<file path="src/rtl/ultrasonic_scheduler.sv">
// ultrasonic_scheduler: round-robin trigger/echo controller for a bank of ultrasonic rangers.
// Optional macro USCHED_SYNC_EN adds a two-flop synchronizer per echo line (2 cycles extra latency).
//
// state      | meaning
// -----------+------------------------------------------------------------
// IDLE       | not scheduling; waits for enable
// TRIG       | trigger pulse on the selected sensor for TRIG_CYCLES cycles
// WAIT_RISE  | waiting for a 0->1 echo transition, bounded by ECHO_TIMEOUT
// MEASURE    | echo high; prescaler/cm counting, bounded by ECHO_TIMEOUT
// REPORT     | one-cycle result strobe
// GUARD      | settle time, then advance to the next sensor
module ultrasonic_scheduler #(
   parameter int NUM_SENSORS   = 4,
   parameter int TRIG_CYCLES   = 500,
   parameter int CYCLES_PER_CM = 2900,
   parameter int ECHO_TIMEOUT  = 1250000,
   parameter int MAX_CM        = 400,
   parameter int GUARD_CYCLES  = 3000000,
   parameter int DIST_W        = 9,
   localparam int SW           = $clog2(NUM_SENSORS)
) (
   input  logic                   i_clock,
   input  logic                   i_resetn,
   input  logic                   i_enable,
   input  logic [NUM_SENSORS-1:0] i_echo,
   output logic [NUM_SENSORS-1:0] o_trig,
   output logic                   o_dist_valid,
   output logic [SW-1:0]          o_dist_sensor,
   output logic [DIST_W-1:0]      o_dist_cm,
   output logic                   o_dist_timeout,
   output logic                   o_busy
);

   localparam int TMAX_EG = (ECHO_TIMEOUT > GUARD_CYCLES) ? ECHO_TIMEOUT : GUARD_CYCLES;
   localparam int TMAX    = (TMAX_EG > TRIG_CYCLES) ? TMAX_EG : TRIG_CYCLES;
   localparam int TW      = $clog2(TMAX + 1);
   localparam int PW      = $clog2(CYCLES_PER_CM + 1);

   typedef enum logic [2:0] {
      ST_IDLE,
      ST_TRIG,
      ST_WAIT_RISE,
      ST_MEASURE,
      ST_REPORT,
      ST_GUARD
   } state_t;

   state_t                   r_state;
   state_t                   w_next;
   logic [TW-1:0]            r_timer;
   logic                     w_tc;
   logic [SW-1:0]            r_idx;
   logic [SW-1:0]            w_idx_next;
   logic [PW-1:0]            r_presc;
   logic [DIST_W-1:0]        r_cm;
   logic [DIST_W-1:0]        w_cm_next;
   logic                     w_wrap;
   logic [NUM_SENSORS-1:0]   w_echo_s;
   logic [NUM_SENSORS-1:0]   r_echo_q;
   logic                     w_rise;
   logic                     w_fall;
   logic [NUM_SENSORS-1:0]   r_trig;
   logic                     r_valid;
   logic [SW-1:0]            r_sensor;
   logic [DIST_W-1:0]        r_dist_cm;
   logic                     r_timeout;

`ifdef USCHED_SYNC_EN
   logic [NUM_SENSORS-1:0]   r_sync1;
   logic [NUM_SENSORS-1:0]   r_sync2;

   always_ff @(posedge i_clock or negedge i_resetn) begin
      if (!i_resetn) begin
         r_sync1 <= '0;
         r_sync2 <= '0;
      end else begin
         r_sync1 <= i_echo;
         r_sync2 <= r_sync1;
      end
   end

   assign w_echo_s = r_sync2;
`else
   assign w_echo_s = i_echo;
`endif

   // All lines are tracked so the previous sample is valid the moment idx changes.
   always_ff @(posedge i_clock or negedge i_resetn) begin
      if (!i_resetn) r_echo_q <= '0;
      else           r_echo_q <= w_echo_s;
   end

   assign w_rise    = w_echo_s[r_idx] & ~r_echo_q[r_idx];
   assign w_fall    = ~w_echo_s[r_idx] & r_echo_q[r_idx];
   assign w_tc      = (r_timer == '0);
   assign w_wrap    = (r_presc == PW'(CYCLES_PER_CM - 1));
   assign w_cm_next = (w_wrap && (r_cm < DIST_W'(MAX_CM))) ? r_cm + DIST_W'(1) : r_cm;

   always_ff @(posedge i_clock or negedge i_resetn) begin
      if (!i_resetn) r_state <= ST_IDLE;
      else           r_state <= w_next;
   end

   // Timeouts take priority over echo edges in the same cycle.
   always_comb begin
      w_next = r_state;
      case (r_state)
         ST_IDLE:      if (i_enable) w_next = ST_TRIG;
         ST_TRIG:      if (w_tc) w_next = ST_WAIT_RISE;
         ST_WAIT_RISE: begin
            if (w_tc)        w_next = ST_REPORT;
            else if (w_rise) w_next = ST_MEASURE;
         end
         ST_MEASURE:   if (w_tc || w_fall) w_next = ST_REPORT;
         ST_REPORT:    w_next = ST_GUARD;
         ST_GUARD:     if (w_tc) w_next = i_enable ? ST_TRIG : ST_IDLE;
         default:      w_next = ST_IDLE;
      endcase
   end

   always_comb begin
      w_idx_next = r_idx;
      if (r_state == ST_GUARD && w_tc)
         w_idx_next = (r_idx == SW'(NUM_SENSORS - 1)) ? '0 : r_idx + SW'(1);
   end

   // Down-counter loaded with (duration-1) on state entry; terminal count at zero.
   always_ff @(posedge i_clock or negedge i_resetn) begin
      if (!i_resetn) begin
         r_timer <= '0;
      end else if (w_next != r_state) begin
         case (w_next)
            ST_TRIG:                  r_timer <= TW'(TRIG_CYCLES - 1);
            ST_WAIT_RISE, ST_MEASURE: r_timer <= TW'(ECHO_TIMEOUT - 1);
            ST_GUARD:                 r_timer <= TW'(GUARD_CYCLES - 1);
            default:                  r_timer <= '0;
         endcase
      end else if (!w_tc) begin
         r_timer <= r_timer - TW'(1);
      end
   end

   always_ff @(posedge i_clock or negedge i_resetn) begin
      if (!i_resetn) begin
         r_presc <= '0;
         r_cm    <= '0;
      end else if (w_next == ST_MEASURE && r_state != ST_MEASURE) begin
         r_presc <= '0;
         r_cm    <= '0;
      end else if (r_state == ST_MEASURE) begin
         r_presc <= w_wrap ? '0 : r_presc + PW'(1);
         r_cm    <= w_cm_next;
      end
   end

   always_ff @(posedge i_clock or negedge i_resetn) begin
      if (!i_resetn) begin
         r_idx <= '0;
      end else begin
         r_idx <= w_idx_next;
      end
   end

   always_ff @(posedge i_clock or negedge i_resetn) begin
      if (!i_resetn) begin
         r_trig <= '0;
      end else begin
         for (int i = 0; i < NUM_SENSORS; i++)
            r_trig[i] <= (w_next == ST_TRIG) && (w_idx_next == SW'(i));
      end
   end

   // Result fields load on REPORT entry so they are valid during the strobe cycle.
   always_ff @(posedge i_clock or negedge i_resetn) begin
      if (!i_resetn) begin
         r_valid   <= 1'b0;
         r_sensor  <= '0;
         r_dist_cm <= '0;
         r_timeout <= 1'b0;
      end else begin
         r_valid <= (w_next == ST_REPORT);
         if (w_next == ST_REPORT) begin
            r_sensor <= r_idx;
            if (w_tc) begin
               r_dist_cm <= DIST_W'(MAX_CM);
               r_timeout <= 1'b1;
            end else begin
               r_dist_cm <= w_cm_next;
               r_timeout <= 1'b0;
            end
         end
      end
   end

   assign o_trig         = r_trig;
   assign o_dist_valid   = r_valid;
   assign o_dist_sensor  = r_sensor;
   assign o_dist_cm      = r_dist_cm;
   assign o_dist_timeout = r_timeout;
   assign o_busy         = (r_state != ST_IDLE);

endmodule

</file>
<file path="config.mk">
export PLATFORM = sky130hd
export DESIGN_NAME = ultrasonic_scheduler
export DESIGN_NICKNAME = d
export VERILOG_FILES = /design/src/rtl/ultrasonic_scheduler.sv
export SDC_FILE = /design/constraint.sdc
export NUM_CORES = 1
export LEC_CHECK = 0
export CAP_MARGIN = 30
export CORE_MARGIN = 2
export CORE_UTILIZATION = 30
export CTS_BUF_LIST = sky130_fd_sc_hd__clkbuf_2
export DETAILED_ROUTE_END_ITERATION = 10
export DONT_BUFFER_PORTS = 1
export GPL_ROUTABILITY_DRIVEN = 0
export SYNTH_ARGS = -nofsm -noshare
export SYNTH_HDL_FRONTEND = slang
export SYNTH_SLANG_ARGS = --single-unit
</file>
<file path="constraint.sdc">
create_clock -name i_clock -period 3 [get_ports i_clock]
set_clock_uncertainty 0.15 [all_clocks]
set_input_delay 0.75 -clock i_clock [delete_from_list [all_inputs] [get_ports i_clock]]
set_output_delay 0.75 -clock i_clock [all_outputs]
set_load 0.01 [all_outputs]
</file>
==> summary.txt <==
RSZ-0062 raised after global routing = yes
Routed WL per cell = 15.5 um
GRT Overall Usage = 13.6%
Post-synth EDFFs = 0
Final hold vios = 0
Pint = 1.80 mW
Final ANT Viol Nets = 0
Max-slew headroom = 54.9%
Largest net degree at the start of global routing = 70
Most common cell after layout, fill and taps aside = dfrtp_1
First-pass GRT wire length = 14000 um
Slew Limit Fails = 0
Critical path required time = 3290 ps
F_max = 347 MHz
Hold WS = 362 ps
Clk pwr share = 22.0%
Commonest non-fill, non-tap cells in the layout = dfrtp_1, nand2_1, nor2_1
Gate power share = 29.1%
CTS Buf Count = 9
Row cnt = 40
Syn Area/Cell = 9.56 um2
Seq pwr share = 49.0%
Initial antenna violation count = 0
Net count after synthesis = 391
Die Y = 114 um
HPWL Detailed = 5860 um
Tcrit/Tclk final = 96.1%
Cell Area, Synth = 0.00363 mm2
Syn. warnings = 0
Worst Max-Slew Pin Slew = 667 ps
Ys flop type = dfrtp_1
Switching power = 1.07 mW
Ant diodes = 0
Worst-path maximum fanout = 5
Critical Path AT = 3170 ps
CTS Sinks = 69
Full die area = 0.0130 mm2
CTS tree = done
Hold_sp = r_presc[11]
Max-Cap Viols = 0
Crit path from = r_timer[0]
Async SR Flop Fraction = 100%
Worst hold path type = register to register
CP Capture Type = register
Top-level port count = 25
VDD IR max = 316 uV
Post-route worst setup slack = 118 ps
PwrDens = 696 mW/mm2
Post-Synthesis Cells = 380
Clock Root Buffer = clkbuf_2
Worst Setup Start Kind = register
Final #Nets = 409
Multi-input logic area = 0.00182 mm2
Final core occ = 34.5%
Share of post-route cells with drive strength above 1 = 13.9%
Minimum clock period after layout = 2880 ps
Cell Area, Placed = 0.00383 mm2
Synth cell types = 55
Sw frac = 37.2%
Avg Vias per Cell = 5.23
Area Growth Syn to Fin = 13.3%
Drt total wl = 8500 um
Status = complete, no violations
Initial drt markers = 180
Clk slew on worst S/H paths = 210 ps
Die Wd = 114 um
Final instance area = 0.00412 mm2
Setup violations, final = 0
Clock latency on the worst-skew pair = 530 ps
# DRC = 0
Port buffer count = 0
Total negative slack = 0 ps
CTS H-tree depth = 3
#FFs+latches synth = 69
Setup CP Type = register to register
RR Startpoint = r_timer[0]
Register area = 0.00173 mm2
CTS max path bufs = 2
FILL cells = 1234
Vias = 2877
Pre-CTS setup slack = -0.645 ps
Sequential fraction of the synthesis area = 47.5%
Core Area = 0.0119 mm2
Initial core utilization = 30.5%
GR Overflow Total = 0
Leakage = 1.72 nW
Pre-Repair DR Iteration Count = 4
Vias in the first global route = 2812
area by class of cell:
cell class	count	share of cell area, %
clock inverters	7	2.19
clock buffers	9	1.09
multi-input cells	287	44.2
repair buffers	24	5.47
inverters	7	0.638
well taps	147	4.47
flip-flops and latches	69	42.0
state kept, by name, summed over array words and instances, names as in the netlist:
name	count
o_dist_cm	9
o_dist_sensor	2
o_dist_timeout	1
o_dist_valid	1
o_trig	4
r_cm	9
r_echo_q	4
r_idx	2
r_presc	12
r_state	3
r_timer	22
per-stage QoR:
step | total power, mW | cells
2_1_floorplan | 1.99 | 380
3_3_place_gp | 2.15 | 523
3_5_place_dp | 2.18 | 523
4_1_cts | 2.85 | 541
5_1_grt | 3.08 | 550
6_report | 2.87 | 550
worst max-delay path, cell delays in order, from the launching register on:
cell      delay, ps
dfrtp_1         470
inv_1            80
ha_1            220
nand2b_1        160
or4_4           560
nor3_4          200
and4b_4         310
mux2i_4         270
clkinv_1        140
nor4_2          230
cell families (layout without fill, tap and decap cells):
| group | count (synthesis) | count (layout) | synth area share, % |
|---|---|---|---|
| AND/OR/NAND/NOR | 153 | 153 | 22.0 |
| flip-flops | 69 | 69 | 47.5 |
| adder cells (fa/ha/maj) | 5 | 5 | 1.65 |
| multiplexers | 9 | 9 | 2.58 |
| AO/OA/AOI/OAI | 92 | 92 | 16.2 |
| XOR/XNOR | 28 | 28 | 6.75 |
| buffers and inverters | 24 | 47 | 3.27 |
final timing paths:
kind	depth (start not counted)	slack [ps]	to
hold reg to reg	1	360	r_presc[11]
max in group asynchronous	2	1830	r_echo_q[3]
min in group asynchronous	2	580	r_timer[4]
setup / recovery	9	120	o_trig[0]
hold / removal	1	360	r_presc[11]
setup reg to reg	9	120	o_trig[0]
cells in the mapped netlist, types with 2 or more instances:
library cell | number | area [um2]
nand4b_1 | 3 | 26.3
inv_1 | 5 | 18.8
nor3_2 | 2 | 20.0
xor2_1 | 11 | 96.3
mux2_2 | 3 | 33.8
o21ai_0 | 13 | 65.1
o41ai_1 | 3 | 26.3
or3_1 | 3 | 18.8
dfrtp_1 | 69 | 1730
buf_6 | 2 | 22.5
or4_1 | 3 | 22.5
a31oi_1 | 8 | 50.1
o22a_1 | 2 | 17.5
nand2_1 | 42 | 158
nand2b_1 | 4 | 25.0
o21a_1 | 5 | 37.5
a21o_1 | 2 | 15.0
and2_1 | 8 | 50.1
o31ai_1 | 9 | 67.6
o211ai_1 | 2 | 15.0
clkbuf_1 | 8 | 30.0
nand3_1 | 12 | 60.1
nor4_2 | 2 | 25.0
buf_4 | 2 | 15.0
ha_1 | 4 | 50.1
buf_2 | 5 | 25.0
xnor2_1 | 17 | 149
nor2_1 | 39 | 146
a22o_1 | 2 | 17.5
a21oi_2 | 2 | 17.5
and3_1 | 9 | 56.3
o21ai_1 | 34 | 170
a21boi_0 | 2 | 15.0
nor3_1 | 7 | 35.0
nor4_1 | 8 | 50.1
a21oi_1 | 2 | 10.0
nand4_1 | 2 | 12.5
mux2i_1 | 6 | 60.1
or2_2 | 2 | 12.5
repair_timing:
action / in CTS / in global routing
resized for setup: 3 / 3
pin swaps: 0 / 1
endpoints found under the setup margin: 18 / 21
endpoints found under the hold margin: 69 / 4
buffers inserted: 0 / 5
hold buffers: 2 / 4
power by group through the flow:
stage | combinational (mW) | clock [mW] | sequential, mW
after detailed placement | 0.758 | 0 | 1.42
after global placement | 0.741 | 0 | 1.41
final | 0.833 | 0.629 | 1.40
after global routing | 0.947 | 0.692 | 1.44
after CTS | 0.800 | 0.653 | 1.40
after floorplan | 0.649 | 0 | 1.34
layer usage:
layer	GRT usage [%]	routed length, um	up-vias
met5	0	0	-
met4	3.58	91	0
met3	4.52	365	8
met2	22.3	4160	50
met1	17.4	3880	1421
li1	-	-	1398
No activity file was read; power rests on OpenSTA's default activity.
